$ cat config.mk
export PLATFORM = sky130hd
export DESIGN_NAME = bru_rs_flat
export DESIGN_NICKNAME = d
export VERILOG_FILES = /design/src/rtl/bru_rs_if.sv /design/src/rtl/bru_rs.sv /design/src/flat_wrapper.sv
export SDC_FILE = /design/constraint.sdc
export NUM_CORES = 1
export LEC_CHECK = 0
export CORE_MARGIN = 2
export CORE_UTILIZATION = 57
export CTS_CLUSTER_DIAMETER = 60
export DETAILED_ROUTE_END_ITERATION = 16
export PLACE_DENSITY_LB_ADDON = 0.08
export SYNTH_ARGS = -nofsm -noshare
export SYNTH_HDL_FRONTEND = slang
export SYNTH_SLANG_ARGS = --single-unit
$ cat constraint.sdc
create_clock -name clk -period 7.1 [get_ports clk]
set_clock_uncertainty 0.1 [all_clocks]
set_input_delay 0.71 -clock clk [delete_from_list [all_inputs] [get_ports clk]]
set_output_delay 0.71 -clock clk [all_outputs]
set_load 0.01 [all_outputs]
$ cat src/rtl/bru_rs_if.sv
// bru_rs_pkg / bru_rs_if
// Purpose: uop types and the bus bundle shared by the branch reservation station
// and its neighbours (dispatch, writeback broadcast, branch resolution unit).
// Ports (bru_rs_if signals):
//   disp_valid/disp_ready/disp_uop/disp_rs*_rdy/disp_rs*_val : dispatch handshake
//   wk_valid/wk_prd/wk_data : NUM_WK writeback broadcast ports
//   flush                   : pipeline redirect, kills every entry
//   iss_valid/iss_ready/iss_uop/iss_rs*_val : issue handshake towards the BRU
//   occupancy               : number of valid entries
// Modports: master = upstream/downstream environment, slave = the RS.
package bru_rs_pkg;
  localparam int PHYS_W = 6;

  typedef struct packed {
    logic        uses_rs1;
    logic        uses_rs2;
    logic [3:0]  br_op;
    logic [31:0] pc;
    logic [31:0] imm;
  } rs_bundle_t;

  typedef struct packed {
    rs_bundle_t        bundle;
    logic [PHYS_W-1:0] prs1;
    logic [PHYS_W-1:0] prs2;
    logic [PHYS_W-1:0] prd;
  } rs_uop_t;
endpackage

interface bru_rs_if #(
  parameter int DEPTH  = 4,
  parameter int NUM_WK = 2
);
  import bru_rs_pkg::*;

  logic                                 disp_valid;
  logic                                 disp_ready;
  rs_uop_t                              disp_uop;
  logic                                 disp_rs1_rdy;
  logic [31:0]                          disp_rs1_val;
  logic                                 disp_rs2_rdy;
  logic [31:0]                          disp_rs2_val;
  logic [NUM_WK-1:0]                    wk_valid;
  logic [NUM_WK-1:0][PHYS_W-1:0]        wk_prd;
  logic [NUM_WK-1:0][31:0]              wk_data;
  logic                                 flush;
  logic                                 iss_valid;
  logic                                 iss_ready;
  rs_uop_t                              iss_uop;
  logic [31:0]                          iss_rs1_val;
  logic [31:0]                          iss_rs2_val;
  logic [$clog2(DEPTH):0]               occupancy;

  modport master (
    output disp_valid, disp_uop, disp_rs1_rdy, disp_rs1_val, disp_rs2_rdy, disp_rs2_val,
    output wk_valid, wk_prd, wk_data, flush, iss_ready,
    input  disp_ready, iss_valid, iss_uop, iss_rs1_val, iss_rs2_val, occupancy
  );

  modport slave (
    input  disp_valid, disp_uop, disp_rs1_rdy, disp_rs1_val, disp_rs2_rdy, disp_rs2_val,
    input  wk_valid, wk_prd, wk_data, flush, iss_ready,
    output disp_ready, iss_valid, iss_uop, iss_rs1_val, iss_rs2_val, occupancy
  );
endinterface

$ cat src/rtl/bru_rs.sv
// bru_rs
// Purpose: value-capturing reservation station for branch/jump uops. Captures
// operands at dispatch or by snooping writeback broadcasts and issues the oldest
// entry whose operands are both ready.
// Ports:
//   clk   : clock
//   rst_n : synchronous active-low reset
//   bus   : bru_rs_if.slave (dispatch, wakeup, flush, issue, occupancy)
module bru_rs
  import bru_rs_pkg::*;
#(
  parameter int DEPTH  = 4,
  parameter int NUM_WK = 2
) (
  input logic     clk,
  input logic     rst_n,
  bru_rs_if.slave bus
);
  localparam int IDX_W = $clog2(DEPTH);
  localparam int OCC_W = IDX_W + 1;
  localparam logic [IDX_W-1:0] RANK_ONE = IDX_W'(1);

  typedef struct packed {
    logic        hit;
    logic [31:0] data;
  } wk_res_t;

  // Tag match against all broadcast ports; the lowest port index wins.
  function automatic wk_res_t wk_lookup(
    input logic [PHYS_W-1:0]             tag,
    input logic [NUM_WK-1:0]             valid,
    input logic [NUM_WK-1:0][PHYS_W-1:0] prd,
    input logic [NUM_WK-1:0][31:0]       data
  );
    wk_res_t res;
    logic    hit_p;
    res.hit  = 1'b0;
    res.data = 32'd0;
    for (int p = NUM_WK - 1; p >= 0; p--) begin
      hit_p    = valid[p] && (prd[p] == tag);
      res.data = hit_p ? data[p] : res.data;
      res.hit  = res.hit | hit_p;
    end
    return res;
  endfunction

  logic [DEPTH-1:0] valid_r;
  rs_uop_t          uop_r     [DEPTH];
  logic [DEPTH-1:0] rs1_rdy_r;
  logic [DEPTH-1:0] rs2_rdy_r;
  logic [31:0]      rs1_val_r [DEPTH];
  logic [31:0]      rs2_val_r [DEPTH];
  logic [IDX_W-1:0] rank_r    [DEPTH];   // 0 = oldest; ranks of valid entries are dense
  logic [OCC_W-1:0] occ_r;

  wk_res_t          disp_wk1_s;
  wk_res_t          disp_wk2_s;
  wk_res_t          ent_wk1_s [DEPTH];
  wk_res_t          ent_wk2_s [DEPTH];
  logic             disp_rs1_rdy_s;
  logic             disp_rs2_rdy_s;
  logic [31:0]      disp_rs1_val_s;
  logic [31:0]      disp_rs2_val_s;
  logic [DEPTH-1:0] cand_s;
  logic [DEPTH-1:0] take_s;
  logic [IDX_W-1:0] sel_idx_s;
  logic             sel_found_s;
  logic [IDX_W-1:0] free_idx_s;
  logic             enq_s;
  logic             iss_fire_s;
  logic [OCC_W-1:0] occ_after_s;

  // Wakeup lookups for the dispatching uop and for every stored entry.
  always_comb begin
    disp_wk1_s = wk_lookup(bus.disp_uop.prs1, bus.wk_valid, bus.wk_prd, bus.wk_data);
    disp_wk2_s = wk_lookup(bus.disp_uop.prs2, bus.wk_valid, bus.wk_prd, bus.wk_data);
    for (int i = 0; i < DEPTH; i++) begin
      ent_wk1_s[i] = wk_lookup(uop_r[i].prs1, bus.wk_valid, bus.wk_prd, bus.wk_data);
      ent_wk2_s[i] = wk_lookup(uop_r[i].prs2, bus.wk_valid, bus.wk_prd, bus.wk_data);
    end
  end

  // Operand capture at dispatch: same-cycle broadcast beats the dispatch value.
  always_comb begin
    disp_rs1_rdy_s = !bus.disp_uop.bundle.uses_rs1 || bus.disp_rs1_rdy || disp_wk1_s.hit;
    disp_rs2_rdy_s = !bus.disp_uop.bundle.uses_rs2 || bus.disp_rs2_rdy || disp_wk2_s.hit;
    if (!bus.disp_uop.bundle.uses_rs1) begin
      disp_rs1_val_s = 32'd0;
    end else if (disp_wk1_s.hit) begin
      disp_rs1_val_s = disp_wk1_s.data;
    end else begin
      disp_rs1_val_s = bus.disp_rs1_val;
    end
    if (!bus.disp_uop.bundle.uses_rs2) begin
      disp_rs2_val_s = 32'd0;
    end else if (disp_wk2_s.hit) begin
      disp_rs2_val_s = disp_wk2_s.data;
    end else begin
      disp_rs2_val_s = bus.disp_rs2_val;
    end
  end

  // Oldest-ready select over registered state only, plus lowest free slot.
  always_comb begin
    cand_s      = valid_r & rs1_rdy_r & rs2_rdy_r;
    take_s      = {DEPTH{1'b0}};
    sel_idx_s   = {IDX_W{1'b0}};
    sel_found_s = 1'b0;
    free_idx_s  = {IDX_W{1'b0}};
    for (int i = 0; i < DEPTH; i++) begin
      take_s[i]   = cand_s[i] && (!sel_found_s || (rank_r[i] < rank_r[sel_idx_s]));
      sel_idx_s   = take_s[i] ? IDX_W'(i) : sel_idx_s;
      sel_found_s = sel_found_s | take_s[i];
    end
    for (int i = DEPTH - 1; i >= 0; i--) begin
      free_idx_s = !valid_r[i] ? IDX_W'(i) : free_idx_s;
    end
  end

  assign bus.disp_ready  = (occ_r < OCC_W'(DEPTH)) && !bus.flush;
  assign bus.iss_valid   = sel_found_s && !bus.flush;
  assign bus.iss_uop     = uop_r[sel_idx_s];
  assign bus.iss_rs1_val = rs1_val_r[sel_idx_s];
  assign bus.iss_rs2_val = rs2_val_r[sel_idx_s];
  assign bus.occupancy   = occ_r;

  assign enq_s       = bus.disp_valid && bus.disp_ready;
  assign iss_fire_s  = bus.iss_valid && bus.iss_ready;
  // Entries left after this cycle's issue; the new entry takes that rank.
  assign occ_after_s = occ_r - {{IDX_W{1'b0}}, iss_fire_s};

  // Entry state: reset, flush, wakeup capture, issue removal, enqueue.
  always_ff @(posedge clk) begin
    if (!rst_n) begin
      valid_r   <= {DEPTH{1'b0}};
      rs1_rdy_r <= {DEPTH{1'b0}};
      rs2_rdy_r <= {DEPTH{1'b0}};
      occ_r     <= {OCC_W{1'b0}};
      for (int i = 0; i < DEPTH; i++) begin
        uop_r[i]     <= {$bits(rs_uop_t){1'b0}};
        rs1_val_r[i] <= 32'd0;
        rs2_val_r[i] <= 32'd0;
        rank_r[i]    <= {IDX_W{1'b0}};
      end
    end else if (bus.flush) begin
      valid_r <= {DEPTH{1'b0}};
      occ_r   <= {OCC_W{1'b0}};
    end else begin
      for (int i = 0; i < DEPTH; i++) begin
        if (valid_r[i] && !rs1_rdy_r[i] && ent_wk1_s[i].hit) begin
          rs1_rdy_r[i] <= 1'b1;
          rs1_val_r[i] <= ent_wk1_s[i].data;
        end
        if (valid_r[i] && !rs2_rdy_r[i] && ent_wk2_s[i].hit) begin
          rs2_rdy_r[i] <= 1'b1;
          rs2_val_r[i] <= ent_wk2_s[i].data;
        end
        if (iss_fire_s && valid_r[i] && (rank_r[i] > rank_r[sel_idx_s])) begin
          rank_r[i] <= rank_r[i] - RANK_ONE;
        end
      end
      if (iss_fire_s) begin
        valid_r[sel_idx_s] <= 1'b0;
      end
      // The free slot is chosen from registered valid bits, so it never
      // collides with the entry issuing this cycle.
      if (enq_s) begin
        valid_r[free_idx_s]   <= 1'b1;
        uop_r[free_idx_s]     <= bus.disp_uop;
        rs1_rdy_r[free_idx_s] <= disp_rs1_rdy_s;
        rs1_val_r[free_idx_s] <= disp_rs1_val_s;
        rs2_rdy_r[free_idx_s] <= disp_rs2_rdy_s;
        rs2_val_r[free_idx_s] <= disp_rs2_val_s;
        rank_r[free_idx_s]    <= occ_after_s[IDX_W-1:0];
      end
      occ_r <= occ_after_s + {{IDX_W{1'b0}}, enq_s};
    end
  end
endmodule

$ cat src/flat_wrapper.sv
// flat-port wrapper written by rule: the top's interface ports become plain ports
module bru_rs_flat import bru_rs_pkg::*;
#(
  parameter int DEPTH  = 4,
  parameter int NUM_WK = 2
)
  (clk, rst_n, bus_disp_valid, bus_disp_uop, bus_disp_rs1_rdy, bus_disp_rs1_val, bus_disp_rs2_rdy, bus_disp_rs2_val, bus_wk_valid, bus_wk_prd, bus_wk_data, bus_flush, bus_iss_ready, bus_disp_ready, bus_iss_valid, bus_iss_uop, bus_iss_rs1_val, bus_iss_rs2_val, bus_occupancy);
  bru_rs_if #(.DEPTH(DEPTH), .NUM_WK(NUM_WK)) bus_i ();
  input logic clk;
  input logic rst_n;
  input wire logic [$bits(bus_i.disp_valid)-1:0] bus_disp_valid;
  input wire logic [$bits(bus_i.disp_uop)-1:0] bus_disp_uop;
  input wire logic [$bits(bus_i.disp_rs1_rdy)-1:0] bus_disp_rs1_rdy;
  input wire logic [$bits(bus_i.disp_rs1_val)-1:0] bus_disp_rs1_val;
  input wire logic [$bits(bus_i.disp_rs2_rdy)-1:0] bus_disp_rs2_rdy;
  input wire logic [$bits(bus_i.disp_rs2_val)-1:0] bus_disp_rs2_val;
  input wire logic [$bits(bus_i.wk_valid)-1:0] bus_wk_valid;
  input wire logic [$bits(bus_i.wk_prd)-1:0] bus_wk_prd;
  input wire logic [$bits(bus_i.wk_data)-1:0] bus_wk_data;
  input wire logic [$bits(bus_i.flush)-1:0] bus_flush;
  input wire logic [$bits(bus_i.iss_ready)-1:0] bus_iss_ready;
  output wire logic [$bits(bus_i.disp_ready)-1:0] bus_disp_ready;
  output wire logic [$bits(bus_i.iss_valid)-1:0] bus_iss_valid;
  output wire logic [$bits(bus_i.iss_uop)-1:0] bus_iss_uop;
  output wire logic [$bits(bus_i.iss_rs1_val)-1:0] bus_iss_rs1_val;
  output wire logic [$bits(bus_i.iss_rs2_val)-1:0] bus_iss_rs2_val;
  output wire logic [$bits(bus_i.occupancy)-1:0] bus_occupancy;
  assign bus_i.disp_valid = bus_disp_valid;
  assign bus_i.disp_uop = bus_disp_uop;
  assign bus_i.disp_rs1_rdy = bus_disp_rs1_rdy;
  assign bus_i.disp_rs1_val = bus_disp_rs1_val;
  assign bus_i.disp_rs2_rdy = bus_disp_rs2_rdy;
  assign bus_i.disp_rs2_val = bus_disp_rs2_val;
  assign bus_i.wk_valid = bus_wk_valid;
  assign bus_i.wk_prd = bus_wk_prd;
  assign bus_i.wk_data = bus_wk_data;
  assign bus_i.flush = bus_flush;
  assign bus_i.iss_ready = bus_iss_ready;
  assign bus_disp_ready = bus_i.disp_ready;
  assign bus_iss_valid = bus_i.iss_valid;
  assign bus_iss_uop = bus_i.iss_uop;
  assign bus_iss_rs1_val = bus_i.iss_rs1_val;
  assign bus_iss_rs2_val = bus_i.iss_rs2_val;
  assign bus_occupancy = bus_i.occupancy;
  bru_rs #(.DEPTH(DEPTH), .NUM_WK(NUM_WK)) u_core (.clk(clk), .rst_n(rst_n), .bus(bus_i));
endmodule
# [Word-level counts from Yosys, hierarchy flattened]
# Memory sizes are Yosys's and may differ from the RTL's.
# Index checks and enable logic that the tools add are counted.
[totals] register_bits=15 in_bits=237 mem_count=4 word_cells=288 ram_bits=616 output_inout_bits=157
[op_classes] bitwise_logic=31 n_addsub=6 magnitude_cmp=12 n_eq_ne=20 n_reduce_logical=76 muxes=135
[memory_table] memory="u_core.uop_r" words=4 word_bits=88 rd=5 rd_clocked_by_memory_dff=0 write_ports=4 line_no="bru_rs.sv:48" text="rs_uop_t uop_r [DEPTH];"
[memory_table] memory="u_core.rs1_val_r" words=4 word_bits=32 rd=1 rd_clocked_by_memory_dff=0 write_ports=5 line_no="bru_rs.sv:51" text="logic [31:0] rs1_val_r [DEPTH];"
[memory_table] memory="u_core.rs2_val_r" words=4 word_bits=32 rd=1 rd_clocked_by_memory_dff=0 write_ports=5 line_no="bru_rs.sv:52" text="logic [31:0] rs2_val_r [DEPTH];"
[memory_table] memory="u_core.rank_r" words=4 word_bits=2 rd=7 rd_clocked_by_memory_dff=0 write_ports=5 line_no="bru_rs.sv:53" text="logic [IDX_W-1:0] rank_r [DEPTH];"
[ops] operator="32-bit 2-to-1 mux" count=32
[ops] operator="6-bit equality test" count=20
[ops] operator="88-bit 2-to-1 mux" count=1
[ops] operator="88-bit OR reduction" count=1
[ops] operator="1-bit 2-to-1 mux" count=81
[ops] operator="1-bit logical AND" count=53
[ops] operator="1-bit OR" count=25
[ops] operator="4-bit 2-to-1 mux" count=6
[ops] operator="2-bit 2-to-1 mux" count=11
[ops] operator="1-bit zero test" count=14
[ops] operator="4-bit bitwise AND" count=3
[ops] operator="4-bit bitwise mux" count=2
[ops] operator="2-bit > comparator" count=4
[ops] operator="2-bit by 1-bit subtractor with 2-bit output (second input constant)" count=4
[ops] operator="1-bit logical OR" count=7
[ops] operator="2-bit less-than comparator" count=3
[ops] operator="2-bit by 3-bit less-than comparator with 1-bit output (second input constant)" count=2
[ops] operator="1-bit demux with 2-bit select" count=2
[ops] operator="2-bit by 1-bit >= comparator with 1-bit output (second input constant)" count=2
[ops] operator="4-bit inverter" count=1
[ops] operator="4-bit OR" count=1
[ops] operator="3-bit by 1-bit adder with 3-bit output" count=1
[ops] operator="3-bit less-than comparator (second input constant)" count=1
[ops] operator="3-bit by 1-bit subtractor with 3-bit output" count=1
[ops] operator="other kinds (2)" count=2

# [Depth between registers and ports, before layout]
# An unclocked memory read counts as a cell.
[depth] word_depth=27 depth_mapped=23 ltp_nobuf=23

# [Worst setup path after synthesis]
# Ideal clock, no wire load.
[synth_path] path_type="input to register" startpoint="in bus_wk_prd[0]" endpoint="mem u_core.rs2_val_r[2][0] (enable)" arrival_ps=5550 cell_stages=6 slack_ps=916 required_ps=6467 setup_ps=533 n_path_buf=1 path_cell_list="buf_2 -> xnor2_1 -> nand4_1 -> nor4_2 -> o21ai_1 -> o311ai_0"
[synth_lines] item="start, declared" line_no="flat_wrapper.sv:18" text="input wire logic [$bits(bus_i.wk_prd)-1:0] bus_wk_prd;"
[synth_lines] item="end, declared" line_no="bru_rs.sv:52"

# [Worst setup path after layout]
[layout_path] startpoint="reg u_core.valid_r[0]" endpoint="out bus_iss_uop[87]"
[layout_via] elab_chain_cells=17 word_cells_on_any_way=20 classes_between="order compare (2); mux (3); bitwise (4); reduce/logical (9); memory (2)"
[layout_rtl] item="start, declared" line_no="bru_rs.sv:47" text="logic [DEPTH-1:0] valid_r;"
[layout_rtl] item="start signal, assigned" line_no="bru_rs.sv:135" text="valid_r <= {DEPTH{1'b0}};"
[layout_rtl] item="start signal, assigned" line_no="bru_rs.sv:146" text="valid_r <= {DEPTH{1'b0}};"
[layout_rtl] item="4-bit bitwise AND (*) (2 in series)" line_no="bru_rs.sv:105" text="cand_s = valid_r & rs1_rdy_r & rs2_rdy_r;"
[layout_rtl] item="1-bit zero test" line_no="bru_rs.sv:111" text="take_s[i] = cand_s[i] && (!sel_found_s || (rank_r[i] < rank_r[sel_idx_s]));"
[layout_rtl] item="1-bit logical OR" line_no="bru_rs.sv:111"
[layout_rtl] item="1-bit logical AND" line_no="bru_rs.sv:111"
[layout_rtl] item="1-bit 2-to-1 mux" line_no="bru_rs.sv:112" text="sel_idx_s = take_s[i] ? IDX_W'(i) : sel_idx_s;"
[layout_rtl] item="memory read 4 x 2 bit"
[layout_rtl] item="2-bit less-than comparator" line_no="bru_rs.sv:111"
[layout_rtl] item="1-bit logical OR" line_no="bru_rs.sv:111"
[layout_rtl] item="1-bit logical AND" line_no="bru_rs.sv:111"
[layout_rtl] item="2-bit 2-to-1 mux" line_no="bru_rs.sv:112"
[layout_rtl] item="memory read 4 x 2 bit"
[layout_rtl] item="2-bit less-than comparator" line_no="bru_rs.sv:111"
[layout_rtl] item="1-bit logical OR" line_no="bru_rs.sv:111"
[layout_rtl] item="1-bit logical AND" line_no="bru_rs.sv:111"
[layout_rtl] item="2-bit 2-to-1 mux (*)" line_no="bru_rs.sv:112"
[layout_rtl] item="memory read 4 x 88 bit (*)"
[layout_rtl] item="end, declared" line_no="flat_wrapper.sv:24" text="output wire logic [$bits(bus_i.iss_uop)-1:0] bus_iss_uop;"
# Every way passes the cells marked *; elsewhere a longest branch is shown, timed or not.

==> Implementation_results.wiki <==
{| class="wikitable"
! Metric !! Value
|-
| Status || complete, no violations
|-
| Unique masters post-synth || 61
|-
| Maximum achievable frequency || about 150 MHz
|-
| Top-area cell type share of the netlist area || approximately 54%
|-
| Share of post-route cells with drive strength above 1 || 6.17%
|-
| Largest cells by area after synthesis || sky130_fd_sc_hd__edfxtp_1, sky130_fd_sc_hd__mux2i_1, sky130_fd_sc_hd__and3_1
|-
| Post-CTS Repair Setup Buffers || 0
|-
| Worst-case headroom to the max-slew limit || between 10% and 20%
|-
| R2R depth || 19
|-
| Number of DRC violations after detailed-routing iteration 0 || ~3800
|-
| Instance area at placement || 38600 um^2
|-
| Total global routing track utilization || 37.5%
|-
| Number of iterations in the first detailed-routing pass || 6
|-
| Syn Std Cell Area || about 34000 um^2
|-
| # port buffers || between 300 and 400
|-
| Worst setup path category || flop to output pin
|-
| First-pass GRT wire length || between 150000 and 200000 um
|-
| Critical Path End Type || output pin
|-
| Arrival time of data at the critical path endpoint || approximately 5.7 ns
|-
| Clock transition time at the flip-flop clock pins of the worst setup and hold paths || ~0.06 ns
|-
| Reg-to-Reg Start || u_core.valid_r[0]
|-
| Routed wl met3 || between 10000 and 15000 um
|-
| Unrepaired setup endpoints after global routing || false
|-
| Final worst-path cycle share || 92.3%
|-
| Fill cell count || 4464
|-
| Wire length on met1 || 43700 um
|-
| Worst-skew pair later-pin latency || roughly 0.62 ns
|-
| Final antenna-violating net count || 0
|-
| Syn_area_per_cell || between 10 and 15 um^2
|-
| GP Congestion || between 0.8 and 0.9
|-
| Max-cap check violation count || 0
|-
| Kind of start point of the critical path || flop
|-
| Post-synth top area cell || sky130_fd_sc_hd__edfxtp_1
|-
| Post-CTS sizing || 0
|-
| Initial core utilization || roughly 57%
|-
| Synthesis-to-finish area growth || 18.3%
|-
| Capture point of the worst reg-to-reg path || u_core.rank_r[1][0]
|-
| VDD IR max || about 0.19 mV
|-
| Hold Fails Final Rpt || 0
|-
| Worst hold path endpoint || u_core.rs1_rdy_r[2]
|-
| H-tree Lvls || 3
|-
| Antenna violations before repair || 8
|-
| Final Power || a little under 9 mW
|-
| Final standard cell utilization of the core || around two thirds
|-
| Worst endpoint required time || 6.29 ns
|-
| Proportion of synthesized chip area in sequential cells || between 50 and 60%
|-
| Non-Filler Instances || about 4000
|-
| Overall die width || 250 um
|-
| TritonCTS clock tree || built
|-
| Die Area || 62400 um^2
|-
| Max-slew violation total from the final report || 0
|-
| Design area || 40800 um^2
|-
| Hold path startpoint || u_core.rs1_rdy_r[2]
|-
| Post-detailed-placement half-perimeter wirelength || 67700 um
|-
| Flip-flop and latch count after synthesis || approximately 630
|-
| R2R Setup Slk || ~1.5 ns
|-
| Remaining DRCs || 0
|-
| Maximum number of pins on one net before global-route repair || about 180
|-
| Worst min-delay path class || flop to flop
|-
| Worst-Margin Slew || 1.21 ns
|-
| Most frequent standard cell in the layout excluding fill and tap cells || sky130_fd_sc_hd__edfxtp_1
|-
| Uppermost metal layer occupied by signal nets || met5
|-
| Minimum period implied by the final worst setup slack || roughly 6.6 ns
|-
| GR Overflow Total || 0
|-
| Num rows || 90
|-
| Final worst hold slack || 0.491 ns
|-
| Aggregate negative setup slack || 0 ns
|-
| Synth async-reset ratio || 0%
|-
| Cell area power density || approximately 220 nW/um^2
|-
| Final critical-path setup slack || between 0.5 and 0.6 ns
|-
| I/O pins || ~390
|-
| EDFF count, synth || between 600 and 700
|-
| Number of endpoints failing setup at the final stage || 0
|-
| Std-Cell Core Area || between 60000 and 70000 um^2
|-
| Routed Wire Length || 120000 um
|-
| Placement Setup Slack || around 1.3 ns
|-
| Routed vias/inst || approximately 7
|-
| Detailed route wirelength on metal2 || approximately 56000 um
|-
| Crit Path Max Fanout || 178
|-
| Leakage dissipation || 14.5 nW
|-
| Post-synthesis net count || ~3300
|-
| Number of buffers added by the clock tree synthesis step || 70
|-
| Placed cell count || about 3900
|-
| NumNets Final || 3457
|-
| Synthesis Warnings || 0
|-
| Library cell used as clock root buffer || sky130_fd_sc_hd__clkbuf_16
|-
| Cells after Synth || just over 3000
|-
| Top_reg_cell synth || sky130_fd_sc_hd__edfxtp_1
|-
| Number of global-route vias before repair || 28300
|-
| Count of vias placed by the detailed router || ~28000
|-
| Post-DR wirelength/cell || just under 30 um
|-
| Sinks on Clock Net || 631
|-
| Hold buffer count at cts || 0
|-
| Height of the die || between 200 and 250 um
|-
| Leading cell types in the layout, fill and taps excluded || sky130_fd_sc_hd__edfxtp_1, sky130_fd_sc_hd__clkdlybuf4s50_1, sky130_fd_sc_hd__mux2i_1
|-
| Maximum clock insertion buffer count || 3
|-
| Hold path depth || 2
|}
[cell families after synthesis]
logic type / synth area share [%]
adders and majority gates: 0.458
and+or+nand+nor: 14.1
xor gates and xnor gates: 3.18
DFF: 54.6
muxes: 9.33
buffers and inverters: 4.56
AOI/OAI and AO/OA: 13.8
[registers in the layout (all words and copies together) (netlist names)]
name / flops
u_core.uop_r: 352
u_core.rs2_rdy_r: 4
u_core.rs1_val_r: 128
u_core.rs2_val_r: 128
u_core.rank_r: 8
u_core.rs1_rdy_r: 4
u_core.valid_r: 4
u_core.bus.occupancy: 3
[synth_stat cells (15+ instances only)]
| cell type | instances |
|---|---|
| sky130_fd_sc_hd__xor2_1 | 62 |
| sky130_fd_sc_hd__a21oi_1 | 168 |
| sky130_fd_sc_hd__and3_1 | 265 |
| sky130_fd_sc_hd__o21ai_1 | 40 |
| sky130_fd_sc_hd__nand3_1 | 161 |
| sky130_fd_sc_hd__nand2b_1 | 35 |
| sky130_fd_sc_hd__nand4_1 | 25 |
| sky130_fd_sc_hd__dfxtp_1 | 15 |
| sky130_fd_sc_hd__mux2i_1 | 321 |
| sky130_fd_sc_hd__edfxtp_1 | 616 |
| sky130_fd_sc_hd__buf_2 | 83 |
| sky130_fd_sc_hd__o22ai_1 | 261 |
| sky130_fd_sc_hd__nand2_1 | 239 |
| sky130_fd_sc_hd__inv_1 | 18 |
| sky130_fd_sc_hd__and2_1 | 93 |
| sky130_fd_sc_hd__nor2_1 | 24 |
| sky130_fd_sc_hd__o211ai_1 | 32 |
| sky130_fd_sc_hd__buf_1 | 20 |
| sky130_fd_sc_hd__xnor2_1 | 63 |
| sky130_fd_sc_hd__clkbuf_1 | 256 |
| sky130_fd_sc_hd__a221o_1 | 152 |
[how the worst max path moves through the flow]
stage | start | end | slack, ns
2_1_floorplan | bus_wk_prd[0] | u_core.rs2_val_r[2][0] | 0.92
3_3_place_gp | u_core.valid_r[0] | bus_iss_rs2_val[3] | 1.33
3_5_place_dp | u_core.valid_r[0] | bus_iss_rs2_val[3] | 1.31
4_1_cts | u_core.valid_r[0] | bus_iss_rs2_val[3] | 0.62
5_1_grt | u_core.valid_r[0] | bus_iss_uop[2] | 0.23
6_report | u_core.valid_r[0] | bus_iss_uop[87] | 0.55
[cell type report]
type	instances	area, um^2	share of cell area, %
Multi-Input combinational cell	2039	14300	35.0
Tap cell	782	978	2.40
Sequential cell	631	18800	46.1
Clock buffer	96	1930	4.74
Timing Repair Buffer	448	4450	10.9
Clock inverter	27	246	0.605
Inverter	19	75.1	0.184
Antenna cell	3	7.51	0.0184
[critical path, cell delays in order (launching register included)]
cell and delay (ns):
sky130_fd_sc_hd__dfxtp_1 0.56, sky130_fd_sc_hd__nand3_1 0.34, sky130_fd_sc_hd__o21ai_4 0.25, sky130_fd_sc_hd__mux2i_1 0.36, sky130_fd_sc_hd__ha_1 0.30, sky130_fd_sc_hd__nor2_1 0.15, sky130_fd_sc_hd__a21oi_2 0.08, sky130_fd_sc_hd__o22ai_4 0.20
sky130_fd_sc_hd__nand2_1 0.10, sky130_fd_sc_hd__o21a_1 0.15, sky130_fd_sc_hd__ha_1 0.27, sky130_fd_sc_hd__nor2_1 0.11, sky130_fd_sc_hd__a31oi_1 0.05, sky130_fd_sc_hd__nor2_1 0.18, sky130_fd_sc_hd__a41o_4 0.20, sky130_fd_sc_hd__buf_12 0.59
sky130_fd_sc_hd__a21oi_1 0.12, sky130_fd_sc_hd__a221o_1 0.36, sky130_fd_sc_hd__clkdlybuf4s50_1 0.60
[layer usage]
layer  vias up  GRT usage, %
li1      12100             -
met1     13800          48.9
met2      2076          59.7
met3       438          8.69
met4        10          17.8
met5         -             0
[power by group]
group,internal [mW],switching (mW),leakage [nW]
Sequential,4.26,0.0753,6.51
Clock,1.99,1.53,1.06
Combinational,0.417,0.544,6.94
Total,6.67,2.15,14.5
(Power assumes the default switching activity.)
